<file path="src/rtl/lock_pkg.sv">
// Shared constants for the pushbutton lock timing: channel indices,
// channel state encoding and default channel durations in base ticks.
package lock_pkg;

  localparam int unsigned CH_DEBOUNCE = 0;
  localparam int unsigned CH_TIMEOUT  = 1;
  localparam int unsigned CH_LOCKOUT  = 2;

  localparam logic ST_IDLE = 1'b0;
  localparam logic ST_RUN  = 1'b1;

  localparam int unsigned DEBOUNCE_TICKS = 20;
  localparam int unsigned TIMEOUT_TICKS  = 5000;
  localparam int unsigned LOCKOUT_TICKS  = 30000;

endpackage

</file>
<file path="src/rtl/timer_channel.sv">
// One countdown channel driven by the shared base tick.
// Cancel beats start, start beats a pending timeout.
module timer_channel
  import lock_pkg::*;
#(
  parameter int TW = 16
) (
  input  logic          clk,
  input  logic          reset_n,
  input  logic          tick,
  input  logic          start,
  input  logic          cancel,
  input  logic [TW-1:0] load_val,
  output logic          busy,
  output logic          expire
);

  localparam logic [TW-1:0] CNT_ZERO = TW'(0);
  localparam logic [TW-1:0] CNT_ONE  = TW'(1);

  logic          r_state;
  logic [TW-1:0] r_cnt;
  logic          r_expire;

  // Channel state, countdown and registered expire pulse
  always_ff @(posedge clk or negedge reset_n) begin
    if (!reset_n) begin
      r_state  <= ST_IDLE;
      r_cnt    <= CNT_ZERO;
      r_expire <= 1'b0;
    end else if (cancel) begin
      r_state  <= ST_IDLE;
      r_expire <= 1'b0;
    end else if (start) begin
      r_cnt <= load_val;
      // A zero duration times out immediately without ever showing busy
      if (load_val == CNT_ZERO) begin
        r_state  <= ST_IDLE;
        r_expire <= 1'b1;
      end else begin
        r_state  <= ST_RUN;
        r_expire <= 1'b0;
      end
    end else if ((r_state == ST_RUN) && tick) begin
      if (r_cnt > CNT_ONE) begin
        r_cnt    <= r_cnt - CNT_ONE;
        r_expire <= 1'b0;
      end else begin
        r_state  <= ST_IDLE;
        r_expire <= 1'b1;
      end
    end else begin
      r_expire <= 1'b0;
    end
  end

  assign busy   = (r_state == ST_RUN);
  assign expire = r_expire;

endmodule

</file>
<file path="src/rtl/tick_timer_ctrl.sv">
// Shared prescaler, blink generator and NCH countdown channels for the lock.
// Everything runs on clk; the base tick is a one-cycle enable, not a clock.
module tick_timer_ctrl
  import lock_pkg::*;
#(
  parameter int TICK_DIV    = 100000,
  parameter int NCH         = 3,
  parameter int TW          = 16,
  parameter int BLINK_TICKS = 500
) (
  input  logic            clk,
  input  logic            reset_n,
  input  logic [NCH-1:0]  start,
  input  logic [NCH-1:0]  cancel,
  input  logic [NCH*TW-1:0] load_val,
  output logic            tick,
  output logic [NCH-1:0]  busy,
  output logic [NCH-1:0]  expire,
  output logic            blink
);

  localparam int PW = (TICK_DIV > 2) ? $clog2(TICK_DIV) : 1;
  localparam int BW = (BLINK_TICKS > 1) ? $clog2(BLINK_TICKS) : 1;
  localparam logic [PW-1:0] P_LAST = PW'(TICK_DIV - 1);
  localparam logic [BW-1:0] B_LAST = BW'(BLINK_TICKS - 1);

  logic [PW-1:0] r_pcnt;
  logic [BW-1:0] r_bcnt;
  logic          r_blink;
  logic          w_tick;

  assign w_tick = (r_pcnt == P_LAST);
  assign tick   = w_tick;
  assign blink  = r_blink;

  // Free-running prescaler, never touched by channel activity
  always_ff @(posedge clk or negedge reset_n) begin
    if (!reset_n) begin
      r_pcnt <= PW'(0);
    end else if (r_pcnt == P_LAST) begin
      r_pcnt <= PW'(0);
    end else begin
      r_pcnt <= r_pcnt + PW'(1);
    end
  end

  // Blink half-period counter in base ticks
  always_ff @(posedge clk or negedge reset_n) begin
    if (!reset_n) begin
      r_bcnt  <= BW'(0);
      r_blink <= 1'b0;
    end else if (w_tick) begin
      if (r_bcnt == B_LAST) begin
        r_bcnt  <= BW'(0);
        r_blink <= ~r_blink;
      end else begin
        r_bcnt  <= r_bcnt + BW'(1);
        r_blink <= r_blink;
      end
    end else begin
      r_bcnt  <= r_bcnt;
      r_blink <= r_blink;
    end
  end

  for (genvar g = 0; g < NCH; g++) begin : g_ch
    timer_channel #(
      .TW(TW)
    ) u_ch (
      .clk      (clk),
      .reset_n  (reset_n),
      .tick     (w_tick),
      .start    (start[g]),
      .cancel   (cancel[g]),
      .load_val (load_val[g*TW +: TW]),
      .busy     (busy[g]),
      .expire   (expire[g])
    );
  end

endmodule
</file>
<file path="config.mk">
export PLATFORM = sky130hd
export DESIGN_NAME = tick_timer_ctrl
export DESIGN_NICKNAME = d
export VERILOG_FILES = /design/src/rtl/lock_pkg.sv /design/src/rtl/timer_channel.sv /design/src/rtl/tick_timer_ctrl.sv
export SDC_FILE = /design/constraint.sdc
export NUM_CORES = 1
export LEC_CHECK = 0
export BUFFER_PORTS_ARGS = -buffer_cell sky130_fd_sc_hd__buf_2
export CAP_MARGIN = 20
export CORE_UTILIZATION = 40
export CTS_CLUSTER_DIAMETER = 50
export DETAILED_ROUTE_END_ITERATION = 6
export HOLD_SLACK_MARGIN = 0.15
export SLEW_MARGIN = 10
export SYNTH_ARGS = -nofsm -noshare
export SYNTH_HDL_FRONTEND = slang
export SYNTH_SLANG_ARGS = --single-unit
</file>
<file path="constraint.sdc">
create_clock -name clk -period 2.5 [get_ports clk]
set_input_delay 0.25 -clock clk [delete_from_list [all_inputs] [get_ports clk]]
set_output_delay 0.25 -clock clk [all_outputs]
set_load 0.1 [all_outputs]
</file>
==> summary.txt, run 1 <==
Status - completed
Synthesized area - 5020 µm²
Simple-gate share of the synthesized area - 27.8%
Data arrival, critical path - 2240 ps
Worst path required time - 2250 ps
HP Class - input port to register
DR vias/cell - 5.93
GRT overflow - 0
Delay-heaviest family, CP - simple AND/OR/NAND/NOR gates
Initial antenna violation count - 0
Worst clock skew - 9.39 ps
Highest Clock Rate - 402 MHz
Drt pass-1 iters - 5
# setup viols final - 0
Mapped Avg Cell Area - 8.79 µm²
Mapped Nets - 635
Overall Global Routing Usage - 22.8%
DRC - 0
Post-synth top area share - 40.4%
Final nets - 736
PortBufs - 63
Worst rel slew slack - 55.2%
Final hold vios - 0
Placed inst area - 5710 µm²
Worst-path clk slew - 60 ps
Slowest stage delay, CP - 590 ps
Worst-margin pin slew - 666 ps
Die width - 114 µm
Critical Path Sink Type - output port
Part of the Yosys area used for sequential elements - 40.4%
Clock sink total - 81
Yosys warns - 0
Detail Route Antenna Nets - 0
Startpoint types - register
Area Overhead vs Synth - 26.3%
Tcrit/Tclk final - 99.5%
Detail Placement HPWL - 9890 µm
Largest net degree at the start of global routing - 46
Combinational family with the most area after synthesis - simple AND/OR/NAND/NOR gates
Post-route minimum period - 2490 ps
Post-synthesis mux area share - 0.399%
Post-synth top cells - dfrtp_1, nand2_1, nor2_1
Rows - 40
FF+latch count, synth - 81
Post-route cell area - 6340 µm²
Die area - 13000 µm²
Synth Area in Compound Gates - 21.9%
Post-Synthesis Cells - 571
Initial detailed-routing violation count - 395
RePlAce Congestion - 0.899
CP Max Fanout - 4
Final total power - 0.00368 W
RSZ-0062 raised after global routing - yes
Count leader, synth - dfrtp_1
Predominant post-synthesis flop cell - dfrtp_1
Synth area leader - dfrtp_1
Share of layout cells above drive strength 1 - 21.8%
Post-synth EDFFs - 0
Pwr Density - 580 nW/µm²
H-tree Lvls - 3
CTS buffer count - 9
Clock root buffer - clkbuf_16
Peak supply drop - 442 µV
Setup tns final - 0 ps
Final core occ - 52.3%
Crit path cell chain - or4b_4 -> or4_4 -> buf_8 -> inv_8 -> buf_12
Synth Area in Adders - 2.00%
# IOs - 64
Top cells by area in the synthesized netlist - dfrtp_1, nand2_1, nor4_1
Starting Density - 41.4%
Die height - 114 µm
Synth Area in XOR/XNOR - 3.32%
CTS tree - done
Average wire per standard cell - 16.7 µm
First-pass GRT wire length - 23600 µm
Yosys cell types - 66
Maxcap violations - 0
Via count - 5000
CORE AREA - 12100 µm²
CTS Buffer Depth - 2
Worst path bufs/invs - 3
Vias in the first global route - 4889
Leak Pwr - 2.55 nW
Latest clock arrival within the worst-skew pair - 340 ps
Antenna diodes - 0
Ys async rst share - 100%
Fin. max-slew vios - 0
Crit path max-delay cell type - or4_4
CP Class - register to output port
Final WL - 14100 µm
-- kinds of logic (layout without fill, tap and decap cells) --
kind of cell | Yosys count | count (layout)
AND/OR/NAND/NOR | 250 | 250
AO/OA/AOI/OAI | 163 | 163
buffers and inverters | 48 | 152
flip-flops | 81 | 81
multiplexers | 2 | 2
XOR/XNOR | 19 | 19
adder cells (fa/ha/maj) | 8 | 8
-- cell usage in the layout, fill, tap and decap left out, types with 15 or more instances in the layout --
| master | Yosys | layout |
|---|---|---|
| inv_1 | 17 | 17 |
| nand2_1 | 52 | 52 |
| nor4_1 | 28 | 28 |
| dfrtp_1 | 81 | 81 |
| nor2_1 | 36 | 36 |
| a21oi_1 | 34 | 31 |
| nand3_1 | 20 | 20 |
| nor3_1 | 25 | 24 |
| buf_4 | 6 | 42 |
| o21ai_0 | 20 | 18 |
| a31oi_1 | 15 | 15 |
| buf_2 | 1 | 61 |
-- registers in the layout, indices dropped and copies added, names as in the netlist --
register and flops:
r_pcnt 17, g_ch.u_ch.busy 3, g_ch.u_ch.r_cnt 48, blink 1, r_bcnt 9, g_ch.u_ch.expire 3
-- routing by layer --
| layer | vias up | wire [µm] | track usage, % |
|---|---|---|---|
| li1 | 2392 | - | - |
| met1 | 2413 | 6440 | 30.0 |
| met2 | 170 | 6640 | 36.8 |
| met3 | 25 | 753 | 5.31 |
| met4 | 0 | 263 | 7.88 |
| met5 | - | 0 | 0 |
-- worst paths after layout --
| kind | start | end | slack, ps | cells past startpoint |
|---|---|---|---|---|
| hold / removal | load_val[34] | g_ch[2].u_ch.r_cnt[2] | 170 | 3 |
| setup reg to reg | r_pcnt[13] | g_ch[0].u_ch.r_cnt[13] | 20 | 7 |
| min in group asynchronous | reset_n | g_ch[0].u_ch.r_cnt[4] | 420 | 2 |
| max in group asynchronous | reset_n | r_bcnt[1] | 1450 | 3 |
| setup / recovery | r_pcnt[13] | tick | 10 | 5 |
| hold reg to reg | blink | blink | 470 | 1 |
-- tightest hold or removal path, delay by kind of cell --
kind	cells	cell delay, ps
buf+inv	1	100
compound gates	1	60
simple gates	1	60
-- power by group --
part	total, W	leakage, nW	internal [W]	switching [W]
Sequential	0.00155	1.01	0.00142	0.000129
Combinational	0.000605	1.38	0.000253	0.000352
Clock	0.00152	0.162	0.000993	0.000527
Total	0.00368	2.55	0.00267	0.00101
-- through the flow --
stage	hold WS, ps	worst slack [ps]	instances
after global routing	164	-42.6	843
after global placement	266	68.6	810
after floorplan	-45.6	44.1	571
after detailed placement	265	18.3	810
after CTS	155	-0.00466	836
final	167	12.5	843
-- final cells by class --
class | count | area (µm²)
timing repair buffer | 119 | 820
clock inverter | 3 | 90.1
tap | 168 | 210
sequential | 81 | 2030
clock buffer | 11 | 243
inverter | 19 | 78.8
fill | 1173 | 5770
multi-input combinational | 442 | 2870
-- timing repair --
item	4_1_cts	5_1_grt
resized for setup	7	18
setup endpoints to repair	1	19
hold buffers	9	0
hold endpoints to repair	45	0
cloned	0	0
pin swaps	1	4
buffers inserted	3	7
No activity file was read; power rests on OpenSTA's default activity.
==> run 2: changes to the inputs <==
- clock period: 2.5 -> 2.85 ns (I/O delays scaled with it)
==> run 2 against run 1 <==
  * Combinational power shrank 24%
  * Clock-buffer cell count fell by 1
  * Critical path type unchanged
  * Largest power group unchanged
  * Global-route usage down 0.81 points
  * Critical path depth did not move
  * First-iteration DRC count decreased by 15%
==> summary.txt, run 2 (synthesis results as in run 1) <==
Status - completed
Initial detailed-routing violation count - 336
Data arrival, critical path - 2450 ps
Clock sink total - 81
Post-route cell area - 5870 µm²
Die width - 114 µm
PortBufs - 63
Antenna diodes - 0
Area Overhead vs Synth - 16.9%
Worst path required time - 2570 ps
CP Class - register to output port
Final WL - 13400 µm
CTS buffer count - 9
Setup tns final - 0 ps
Die height - 114 µm
Pre-CTS WS - 251 ps
Worst-case hold slack - 168 ps
Fin cells - 804
DP Cell Count - 785
Post-route minimum period - 2730 ps
CTS Buffer Depth - 2
Final nets - 695
Reg2reg path depth - 6
Tcrit/Tclk final - 95.8%
Initial antenna violation count - 0
Largest net degree at the start of global routing - 42
Critical Path Sink Type - output port
Via count - 4828
Number of flip-flops under the largest register name - 48
Top reg by flops - g_ch.u_ch.r_cnt
RSZ-0062 raised after global routing - no
Worst-path clk slew - 60 ps
HP Class - input port to register
Largest registers - g_ch.u_ch.r_cnt x48, r_pcnt x17, r_bcnt x9
Overall Global Routing Usage - 22.0%
CP Max Fanout - 8
First-pass GRT wire length - 22600 µm
Share of layout cells above drive strength 1 - 16.0%
DRC - 0
RePlAce Congestion - 0.869
Peak supply drop - 260 µV
Detail Placement HPWL - 9590 µm
Maxcap violations - 0
Rows - 40
Final WS setup - 119 ps
Starting Density - 41.4%
H-tree Lvls - 3
Hold Crit Depth - 2
Leak Pwr - 2.31 nW
Average wire per standard cell - 16.7 µm
Placed inst area - 5520 µm²
Clock root buffer - clkbuf_16
Commonest cells after routing, fill and taps aside - dfrtp_1, buf_2, nand2_1
DR vias/cell - 6.00
Vias in the first global route - 4543
Highest Clock Rate - 366 MHz
Die area - 13000 µm²
Latest clock arrival within the worst-skew pair - 350 ps
Fin. max-slew vios - 0
# setup viols final - 0
Worst rel slew slack - 54.0%
GRT overflow - 0
Pwr Density - 525 nW/µm²
# IOs - 64
Worst-margin pin slew - 688 ps
Startpoint types - register
Worst clock skew - 8.26 ps
Drt pass-1 iters - 5
Detail Route Antenna Nets - 0
Final hold vios - 0
Leading cell type in the layout, fill and taps excluded - dfrtp_1
CTS tree - done
Setup Buffers After CTS - 0
CORE AREA - 12100 µm²
## run 2: cell types whose count changed in the layout (fill, tap and decap cells not counted), moves of 3 or more
| cell | delta |
|---|---|
| a21oi_1 | +3 |
| clkinv_2 | +3 |
| buf_4 | -30 |
| dlygate4sd3_1 | -6 |
| buf_6 | -3 |
## run 2: repair_timing
item	in CTS	in global routing
resized for setup	0	1
endpoints found under the setup margin	0	1
hold buffers	3	0
endpoints found under the hold margin	42	0
## run 2: final timing paths
check / startpoint / to / slack, ps
min in group asynchronous: reset_n / g_ch[0].u_ch.r_cnt[15] / 480
min reg2reg: blink / blink / 480
min: load_val[2] / g_ch[0].u_ch.r_cnt[2] / 170
max: r_pcnt[5] / tick / 120
max in group asynchronous: reset_n / r_bcnt[3] / 1750
max reg2reg: r_pcnt[5] / g_ch[2].u_ch.r_cnt[3] / 230
## run 2: power breakdown
part           internal (W)  switching, W  leakage (nW)
clock network      0.000763      0.000478         0.152
logic              0.000190      0.000272          1.15
registers           0.00125      0.000129          1.01
## run 2: critical path, stage by stage (launching register included)
cell	delay (ps)
dfrtp_1	420
or4b_4	570
or4_4	610
buf_4	210
inv_4	110
buf_12	180
## run 2: through the flow
stage / total power, W / utilization [%]
finish: 0.00308 / 48.4
global route: 0.00324 / 48.4
CTS: 0.00311 / 48.4
detailed placement: 0.00185 / 45.6
global placement: 0.00184 / 45.6
floorplan: 0.00167 / -
## run 2: final cells by class
cell class                 instances  area [µm²]
clock buffer                      10         229
clock inverter                     6        82.6
fill                            1185        6240
inverter                          19        73.8
multi-input combinational        442        2780
sequential                        81        2030
tap                              168         210
timing repair buffer              78         465
## run 2: routing by layer
| metal | wire length, µm | up-vias | global-route usage [%] |
|---|---|---|---|
| li1 | - | 2329 | - |
| met1 | 6200 | 2322 | 29.1 |
| met2 | 6270 | 160 | 35.6 |
| met3 | 722 | 17 | 5.37 |
| met4 | 218 | 0 | 6.49 |
| met5 | 0 | - | 0 |
==> run 3: changes to the inputs <==
- CTS_BUF_LIST: unset -> sky130_fd_sc_hd__clkbuf_8
- CTS_CLUSTER_SIZE: unset -> 20
==> run 3 against run 2 <==
  * Flip-flop and latch count did not move
  * Sequential power barely moved
  * Wire length fell by 0.23%
  * Clock skew rose by 4.9 ps
  * Global-route usage fell by 0.21 points
  * Die area did not move
  * Utilization fell by 0.42 points
  * Clock power fell by 26%
  * Non-clock buffer count rose by 5
  * Via count rose by 0.29%
  * Highest routed layer unchanged
==> summary.txt, run 3 (synthesis results as in run 1) <==
CTS Buffer Depth - 2
H-tree Lvls - 3
Largest net degree at the start of global routing - 42
Worst clock skew - 13.2 ps
Initial detailed-routing violation count - 295
Highest Clock Rate - 369 MHz
Fin. max-slew vios - 0
Critical Path Sink Type - output port
Setup Buffers After CTS - 0
Reg2reg path depth - 5
Peak supply drop - 255 µV
Final hold vios - 0
Detail Route Antenna Nets - 0
Leading cell type in the layout, fill and taps excluded - dfrtp_1
Final WL - 13400 µm
Tcrit/Tclk final - 95.0%
Worst-path clk slew - 80 ps
WL met3 - 767 µm
Post-route minimum period - 2710 ps
# IOs - 64
Commonest cells after routing, fill and taps aside - dfrtp_1, buf_2, nand2_1
RePlAce Congestion - 0.869
Pwr Density - 475 nW/µm²
CTS buffer count - 9
Via count - 4842
PortBufs - 63
Vias in the first global route - 4591
Area Overhead vs Synth - 15.9%
RSZ-0062 raised after global routing - no
Leak Pwr - 2.29 nW
Worst-case hold slack - 177 ps
CP Class - register to output port
Initial antenna violation count - 0
Startpoint types - register
Sequential Area - 2030 µm²
CORE AREA - 12100 µm²
Metal2 WL - 6270 µm
HP Class - input port to register
Die area - 13000 µm²
Final nets - 700
Top reg by flops - g_ch.u_ch.r_cnt
Detailed-route wire length on metal 1 - 6170 µm
Drt pass-1 iters - 4
Top Metal Used - met4
# setup viols final - 0
Die height - 114 µm
Share of layout cells above drive strength 1 - 15.9%
Setup tns final - 0 ps
CP Max Fanout - 8
Detail Placement HPWL - 9590 µm
Clock sink total - 81
Worst path required time - 2570 ps
Worst-margin pin slew - 715 ps
Rows - 40
First-pass GRT wire length - 22500 µm
CTS tree - done
Latest clock arrival within the worst-skew pair - 370 ps
Largest registers - g_ch.u_ch.r_cnt x48, r_pcnt x17, r_bcnt x9
R2R Path End - g_ch[0].u_ch.r_cnt[5]
Worst Setup SP - r_pcnt[5]
Clock root buffer - clkbuf_8
Worst r2r src - g_ch[0].u_ch.r_cnt[12]
Average wire per standard cell - 16.5 µm
Antenna diodes - 0
Overall Global Routing Usage - 21.8%
CP endpoint - tick
R2R Setup Slk - 260 ps
Worst rel slew slack - 52.1%
Data arrival, critical path - 2420 ps
DR vias/cell - 5.99
Status - completed
Die width - 114 µm
Fillcell total - 1191
GRT overflow - 0
Number of flip-flops under the largest register name - 48
DRC - 0
Footprint of the multi-input gates - 2780 µm²
Maxcap violations - 0
Starting Density - 41.4%
## run 3: stage by stage
stage / power [W] / setup WS [ps] / std cells / util (%) / area [µm²]
after floorplan: 0.00167 / 233 / 571 / - / 5020
after global placement: 0.00184 / 272 / 785 / 45.6 / 5520
after detailed placement: 0.00185 / 251 / 785 / 45.6 / 5520
after CTS: 0.00279 / 17.6 / 809 / 48.0 / 5810
after global routing: 0.00292 / 46.1 / 809 / 48.0 / 5820
final: 0.00276 / 143 / 809 / 48.0 / 5820
## run 3: worst min path at each step
stage,startpoint,to,slack [ps],cells past startpoint
after global placement,reset_n,g_ch[0].u_ch.r_cnt[14],320,1
after detailed placement,reset_n,g_ch[0].u_ch.r_cnt[12],320,1
final,load_val[36],g_ch[2].u_ch.r_cnt[4],180,3
after global routing,load_val[37],g_ch[2].u_ch.r_cnt[5],180,3
after floorplan,reset_n,blink,-10,0
after CTS,load_val[36],g_ch[2].u_ch.r_cnt[4],160,3
## run 3: worst max-delay path, stage by stage (launching register included)
cell and delay, ps:
dfrtp_1 430, or4b_4 570, or4_4 560, buf_4 210, inv_4 110, buf_12 180
## run 3: final cells by class
cell class              instances  share of cell area [%]
clock buffers                   9                    2.13
clock inverters                 7                    1.48
inverters                      19                    1.27
multi-input cells             442                    47.8
flip-flops and latches         81                    34.9
well taps                     168                    3.61
repair buffers                 83                    8.86
## run 3: report_power, final
group	internal, W	switching [W]	leakage (nW)	total [W]
clock	0.000486	0.000435	0.110	0.000921
sequential	0.00125	0.000129	1.01	0.00137
combinational	0.000194	0.000274	1.17	0.000468
## run 3: layer usage
layer / vias to the layer above / GRT usage (%)
li1: 2334 / -
met5: - / 0
met2: 167 / 35.3
met1: 2327 / 29.1
met3: 14 / 5.42
met4: 0 / 5.63
## run 3: timing repair
item	4_1_cts	5_1_grt
hold endpoints to repair	48	0
hold buffers	8	0
gates resized for setup	0	1
endpoints found under the setup margin	0	1
